## config.mk

```make
export PLATFORM = sky130hd
export DESIGN_NAME = cva6_tlb_refill_walker_sv32
export DESIGN_NICKNAME = d
export VERILOG_FILES = /design/src/rtl/cva6_tlb_refill_walker_sv32.sv
export SDC_FILE = /design/constraint.sdc
export NUM_CORES = 1
export LEC_CHECK = 0
export ABC_AREA = 1
export CAP_MARGIN = 40
export CORE_AREA = 3 3 103 125
export DETAILED_ROUTE_END_ITERATION = 8
export DIE_AREA = 0 0 106 128
export PLACE_DENSITY_LB_ADDON = 0.12
export RECOVER_POWER = 25
export SLEW_MARGIN = 20
export SYNTH_ARGS = -nofsm -noshare
export SYNTH_HDL_FRONTEND = slang
export SYNTH_SLANG_ARGS = --single-unit
export TNS_END_PERCENT = 20
```

## constraint.sdc

```tcl
create_clock -name clk_i -period 1.3 [get_ports clk_i]
set_input_delay 0.195 -clock clk_i [delete_from_list [all_inputs] [get_ports clk_i]]
set_output_delay 0.195 -clock clk_i [all_outputs]
set_load 0.1 [all_outputs]
```

## src/rtl/cva6_tlb_refill_walker_sv32.sv

```systemverilog
// cva6_tlb_refill_walker_sv32: Sv32 two-level page-table walker feeding the TLB update bus.
// Ports:
//   clk_i, rst_i           clock, synchronous active-high reset
//   flush_i                abort the walk in flight (no update or fault is issued for it)
//   satp_ppn_i             root page-table PPN, captured when a miss is accepted
//   miss_valid_i/ready_o   miss handshake; miss_vaddr_i / miss_asid_i describe the miss
//   mem_req_o/addr_o/gnt_i PTE read request channel (one read outstanding at most)
//   mem_rvalid_i/rdata_i   PTE read response
//   update_o               {valid, is_4M, vpn[19:0], asid[8:0], pte[31:0]}, one-cycle pulse
//   fault_o                one-cycle page-fault pulse
//   busy_o                 walker not idle
module cva6_tlb_refill_walker_sv32 #(
    parameter int unsigned ASID_WIDTH = 1,
    parameter int unsigned PPN_WIDTH  = 22
) (
    input  logic                  clk_i,
    input  logic                  rst_i,
    input  logic                  flush_i,
    input  logic [PPN_WIDTH-1:0]  satp_ppn_i,
    input  logic                  miss_valid_i,
    output logic                  miss_ready_o,
    input  logic [31:0]           miss_vaddr_i,
    input  logic [ASID_WIDTH-1:0] miss_asid_i,
    output logic                  mem_req_o,
    output logic [PPN_WIDTH+11:0] mem_addr_o,
    input  logic                  mem_gnt_i,
    input  logic                  mem_rvalid_i,
    input  logic [31:0]           mem_rdata_i,
    output logic [62:0]           update_o,
    output logic                  fault_o,
    output logic                  busy_o
);
    localparam int AW = PPN_WIDTH + 12;

    typedef enum logic [2:0] {IDLE, L1_REQ, L1_WAIT, L0_REQ, L0_WAIT, DONE, FAULT, ABORT} state_e;

    state_e                state_q;
    logic [19:0]           vpn_q;
    logic [ASID_WIDTH-1:0] asid_q;
    logic                  req_q;
    logic [AW-1:0]         addr_q;
    logic [62:0]           update_q;
    logic                  fault_q;
    logic                  pte_bad;
    logic                  pte_leaf;
    logic                  pte_misaligned;
    logic                  unused_vaddr;

    // Invalid, or the reserved write-without-read encoding.
    assign pte_bad        = !mem_rdata_i[0] || (!mem_rdata_i[1] && mem_rdata_i[2]);
    assign pte_leaf       = mem_rdata_i[1] || mem_rdata_i[3];
    // A 4M superpage must have its low PPN bits clear.
    assign pte_misaligned = |mem_rdata_i[19:10];
    assign unused_vaddr   = ^miss_vaddr_i[11:0];

    assign miss_ready_o = (state_q == IDLE) && !flush_i;
    assign busy_o       = (state_q != IDLE);
    assign mem_req_o    = req_q;
    assign mem_addr_o   = addr_q;
    assign update_o     = update_q;
    assign fault_o      = fault_q;

    always_ff @(posedge clk_i) begin
        if (rst_i) begin
            state_q  <= IDLE;
            vpn_q    <= '0;
            asid_q   <= '0;
            req_q    <= 1'b0;
            addr_q   <= '0;
            update_q <= '0;
            fault_q  <= 1'b0;
        end else begin
            update_q <= '0;
            fault_q  <= 1'b0;
            unique case (state_q)
                IDLE: begin
                    if (miss_valid_i && !flush_i) begin
                        vpn_q   <= miss_vaddr_i[31:12];
                        asid_q  <= miss_asid_i;
                        req_q   <= 1'b1;
                        addr_q  <= {satp_ppn_i, miss_vaddr_i[31:22], 2'b00};
                        state_q <= L1_REQ;
                    end
                end
                L1_REQ, L0_REQ: begin
                    // Once granted, a response is owed even if the walk is flushed.
                    if (mem_gnt_i) begin
                        req_q   <= 1'b0;
                        state_q <= flush_i ? ABORT : (state_q == L1_REQ ? L1_WAIT : L0_WAIT);
                    end else if (flush_i) begin
                        req_q   <= 1'b0;
                        state_q <= IDLE;
                    end
                end
                L1_WAIT: begin
                    if (flush_i) begin
                        state_q <= mem_rvalid_i ? IDLE : ABORT;
                    end else if (mem_rvalid_i) begin
                        if (pte_bad || (pte_leaf && pte_misaligned)) begin
                            fault_q <= 1'b1;
                            state_q <= FAULT;
                        end else if (pte_leaf) begin
                            update_q <= {1'b1, 1'b1, vpn_q, 9'(asid_q), mem_rdata_i};
                            state_q  <= DONE;
                        end else begin
                            req_q   <= 1'b1;
                            addr_q  <= AW'({mem_rdata_i[31:10], vpn_q[9:0], 2'b00});
                            state_q <= L0_REQ;
                        end
                    end
                end
                L0_WAIT: begin
                    if (flush_i) begin
                        state_q <= mem_rvalid_i ? IDLE : ABORT;
                    end else if (mem_rvalid_i) begin
                        if (pte_bad || !pte_leaf) begin
                            fault_q <= 1'b1;
                            state_q <= FAULT;
                        end else begin
                            update_q <= {1'b1, 1'b0, vpn_q, 9'(asid_q), mem_rdata_i};
                            state_q  <= DONE;
                        end
                    end
                end
                DONE, FAULT: state_q <= IDLE;
                ABORT: if (mem_rvalid_i) state_q <= IDLE;
                default: state_q <= IDLE;
            endcase
        end
    end
endmodule
```

==> impl_metrics.yaml <==
outcome:
  run_status: "finished, violations left"
  failed_checks: "setup timing"
sta:
  timing_max_transition_violations_final: 0
  final_critical_path_setup_slack_ns: -0.4447
  hold_slack_ns: 0.1005
  rsz0062_at_grt: "yes"
  final-hold-violation-count: 0
  setup_violating_endpoint_count_in_the_final_report: 112
  period_share_pct: 134.2
  fmax_ghz: 0.5732
  post-route-min-period_ns: 1.745
  finClkSkew_ns: 0.008212
synthesis:
  yosys.area_share.simple_pct: 24.14
  syn_area_per_cell_um2: 7.223
  synth_area_in_xor_xnor_pct: 0
  synth_seq_area_share_pct: 50.76
  post_synth_fa_ha_maj_area_fraction_pct: 0
  netlist-cell-type-count: 24
  synth_top_family_by_area: "simple AND/OR/NAND/NOR gates"
  yosys_warnings: 0
  yosys.area.top_type: "sky130_fd_sc_hd__dfxtp_1"
  yosys.area.top_type_share_pct: 50.76
  post_synth_instance_area_um2: 4457
  ys_seq_elements: 113
  synth-compound-area-share_pct: 10.98
  post_synth_main_area_contributors: "sky130_fd_sc_hd__dfxtp_1 (51%), sky130_fd_sc_hd__nor2_1 (11%), sky130_fd_sc_hd__nand2_1 (10%), sky130_fd_sc_hd__inv_1 (7.7%), sky130_fd_sc_hd__o21ai_0 (6.6%)"
  postSynthCellCount: 617
  synth.area.mux_share_pct: 0
detailed_routing:
  drcViolationCount: 0
  antenna_left: 0
  vias: 4632
  first_pass_iters: 5
  post_dr_vias_cell: 4.600
  detailed_route_iter0_violations: 257
  totalWireLength_mm: 14.97
  wl_per_cell_um: 14.86
floorplanning:
  num_rows: 43
  chipHeight_um: 128
  floorplan.initialDensity_pct: 38.35
  design.die.area_um2: 13570
  pin_count: 194
  die_x_extent_um: 106
  core_area_um2: 11620
grt:
  grt_max_degree: 33
  grtUsageMet2_pct: 37.80
  grt_first_pass_wirelength_mm: 22.43
  gr-max-usage-layer: "met2"
  grt_util_met3_pct: 6.599
  number_of_global_route_vias_before_repair: 4635
  grt_antenna_before_repair: 0
  grt_overflow_total: 0
  globalRouteMet1Util_pct: 22.35
  globalRouteTotalUtil_pct: 21.12
job:
  max_cap_viol_count: 0
cells_and_area:
  design.final.nets: 930
  mostFrequentLayoutCell: "sky130_fd_sc_hd__dfxtp_1"
  layout.cells.most_common_list: "sky130_fd_sc_hd__dfxtp_1 (110), sky130_fd_sc_hd__nand2_1 (105), sky130_fd_sc_hd__inv_1 (88)"
  drive_gt1_share_pct: 32.71
  diodes: 0
  finish.utilization_pct: 72.15
  area.growth.synth_to_final_pct: 88.12
setup_path:
  critical-path-top-delay-family: "simple AND/OR/NAND/NOR gates"
  critPathArrivalTime_ns: 2.03
  critical_path.max_stage_delay_ns: 0.45
  worst-endpoint-required_ns: 1.59
  timing.setup.critical_path_class: "primary input to flip-flop"
  timing.critical_path.from_type: "primary input"
  timing.reg2reg.setup_slack_ns: -0.38
  crit_fanout: 8
  r2r-start: "state_q[2]"
  worst_setup_path_end_kind: "flip-flop"
  critPathBufInv: 3
  cp_cell_sequence: "clkdlybuf4s50_1 > nor2_2 > nand2_2 > o21bai_1 > nand2_1 > nand2_2 > nand4_4 > buf_6 > buf_12 > nor2_1 > nor2_1"
  worst_r2r_path_depth: 10
  critical_path_slowest_stage_cell: "sky130_fd_sc_hd__clkdlybuf4s50_1"
  critical_path.reg2reg.endpoint: "mem_addr_o[8]"
place:
  routabilityCongestion: 0.9044
  buffer_ports.inserted: 171
  dp_hpwl_mm: 9.611
power_and_ir_drop:
  total_leakage_power_nw: 3.782
  powerDensity_nw_per_um2: 2340
  vdd.ir_drop.worst_v: 0.001518
worst_hold_path:
  hold_end: "update_o[10]"
  timing.hold.worst.start: "mem_rdata_i[10]"
  holdPathStages: 3
  holdCritPathClass: "primary input to flip-flop"
clock_tree:
  clock_insertion_delay_at_the_later_pin_of_the_skew_report_ns: 0.40
  clock-sinks: 113
  clk_pin_slew_ns: 0.05
  cts_max_path_buffers: 2
  cts_tree: "built"
  clock-root-buffer: "sky130_fd_sc_hd__clkbuf_16"
  total_clock_buffers_created_by_cts: 17
  htree_num_levels: 4
## registers in the layout, summed over array words and instances (netlist names)
name / count
asid_q: 1
fault_o: 1
mem_addr_o: 32
mem_req_o: 1
state_q: 3
update_o: 55
vpn_q: 20
## stage by stage
step	cells	setup TNS [ns]	total power [mW]	instance area [um2]	worst slack, ns
detailed placement	954	-56.52	13.36	7446	-0.5787
CTS	999	-19.40	18.78	8353	-0.4241
floorplan	626	-27.25	10.23	4536	-1.086
finish	1007	-26.68	19.62	8384	-0.4447
global placement	954	-53.05	13.22	7446	-0.5644
global route	1007	-34.63	20.53	8384	-0.5155
## worst register-to-register path: stages (launching register included)
cell	delay (ns)
sky130_fd_sc_hd__dfxtp_4	0.36
sky130_fd_sc_hd__buf_4	0.12
sky130_fd_sc_hd__inv_4	0.04
sky130_fd_sc_hd__nand3_4	0.08
sky130_fd_sc_hd__o21ai_2	0.07
sky130_fd_sc_hd__nor2_2	0.14
sky130_fd_sc_hd__nand4_4	0.23
sky130_fd_sc_hd__buf_6	0.21
sky130_fd_sc_hd__buf_12	0.13
sky130_fd_sc_hd__nor2_1	0.13
sky130_fd_sc_hd__nor2_1	0.06
## cell type report
class                   instances  area [um2]
fillers                       857        3237
clock buffers                  17       425.4
inverters                      97       380.4
flip-flops and latches        113        2273
well taps                     157       196.4
clock inverters                15       112.6
multi-input cells             377        1904
repair buffers                231        3092
## worst max-delay path by stage
stage / slack [ns] / startpoint / cells past startpoint / endpoint
floorplan: -1.09 / state_q[0] / 7 / vpn_q[10]
global placement: -0.56 / mem_rdata_i[10] / 10 / update_o[60]
detailed placement: -0.58 / mem_rdata_i[10] / 10 / update_o[44]
CTS: -0.42 / state_q[1] / 5 / miss_ready_o
global route: -0.52 / mem_rdata_i[17] / 12 / mem_addr_o[11]
finish: -0.44 / mem_rdata_i[17] / 11 / mem_addr_o[8]
## power by group
group	internal [mW]	switching, mW
Clock	2.45	1.71
Sequential	4.06	0.499
Combinational	4.43	6.48
Total	10.9	8.68
## cell usage after synthesis
| cell type | instances |
|---|---|
| sky130_fd_sc_hd__clkinv_4 | 1 |
| sky130_fd_sc_hd__a21oi_2 | 1 |
| sky130_fd_sc_hd__nor2_1 | 130 |
| sky130_fd_sc_hd__a211oi_1 | 1 |
| sky130_fd_sc_hd__dfxtp_1 | 113 |
| sky130_fd_sc_hd__nand2_1 | 123 |
| sky130_fd_sc_hd__inv_1 | 92 |
| sky130_fd_sc_hd__o21bai_1 | 1 |
| sky130_fd_sc_hd__nand4_4 | 1 |
| sky130_fd_sc_hd__a21oi_1 | 29 |
| sky130_fd_sc_hd__nor2_2 | 3 |
| sky130_fd_sc_hd__conb_1 | 1 |
| sky130_fd_sc_hd__nand3_2 | 1 |
| sky130_fd_sc_hd__o21ai_2 | 2 |
| sky130_fd_sc_hd__buf_6 | 8 |
| sky130_fd_sc_hd__nand3_1 | 11 |
| sky130_fd_sc_hd__clkbuf_1 | 13 |
| sky130_fd_sc_hd__nor3_1 | 3 |
| sky130_fd_sc_hd__inv_2 | 4 |
| sky130_fd_sc_hd__nand4_1 | 1 |
| sky130_fd_sc_hd__buf_4 | 11 |
| sky130_fd_sc_hd__buf_2 | 7 |
| sky130_fd_sc_hd__o21a_1 | 1 |
| sky130_fd_sc_hd__o21ai_0 | 59 |
## layer usage
| metal | vias to the layer above | wire (um) |
|---|---|---|
| li1 | 2290 | - |
| met1 | 2141 | 5473 |
| met2 | 170 | 8111 |
| met3 | 31 | 879 |
| met4 | 0 | 503 |
| met5 | - | 0 |
## cells by family (layout without fill, tap and decap cells)
kind of cell,after synthesis,in the layout
compound gates,94,94
simple gates,273,273
flops,113,113
other cells,1,10
buf+inv,136,360
## timing repair
item,CTS,global route
endpoints found under the setup margin,112,113
gates resized for setup,54,71
pin swaps,17,20
buffers inserted,8,7
gates cloned,6,2
hold buffers,0,0
No activity file was read; power rests on OpenSTA's default activity.
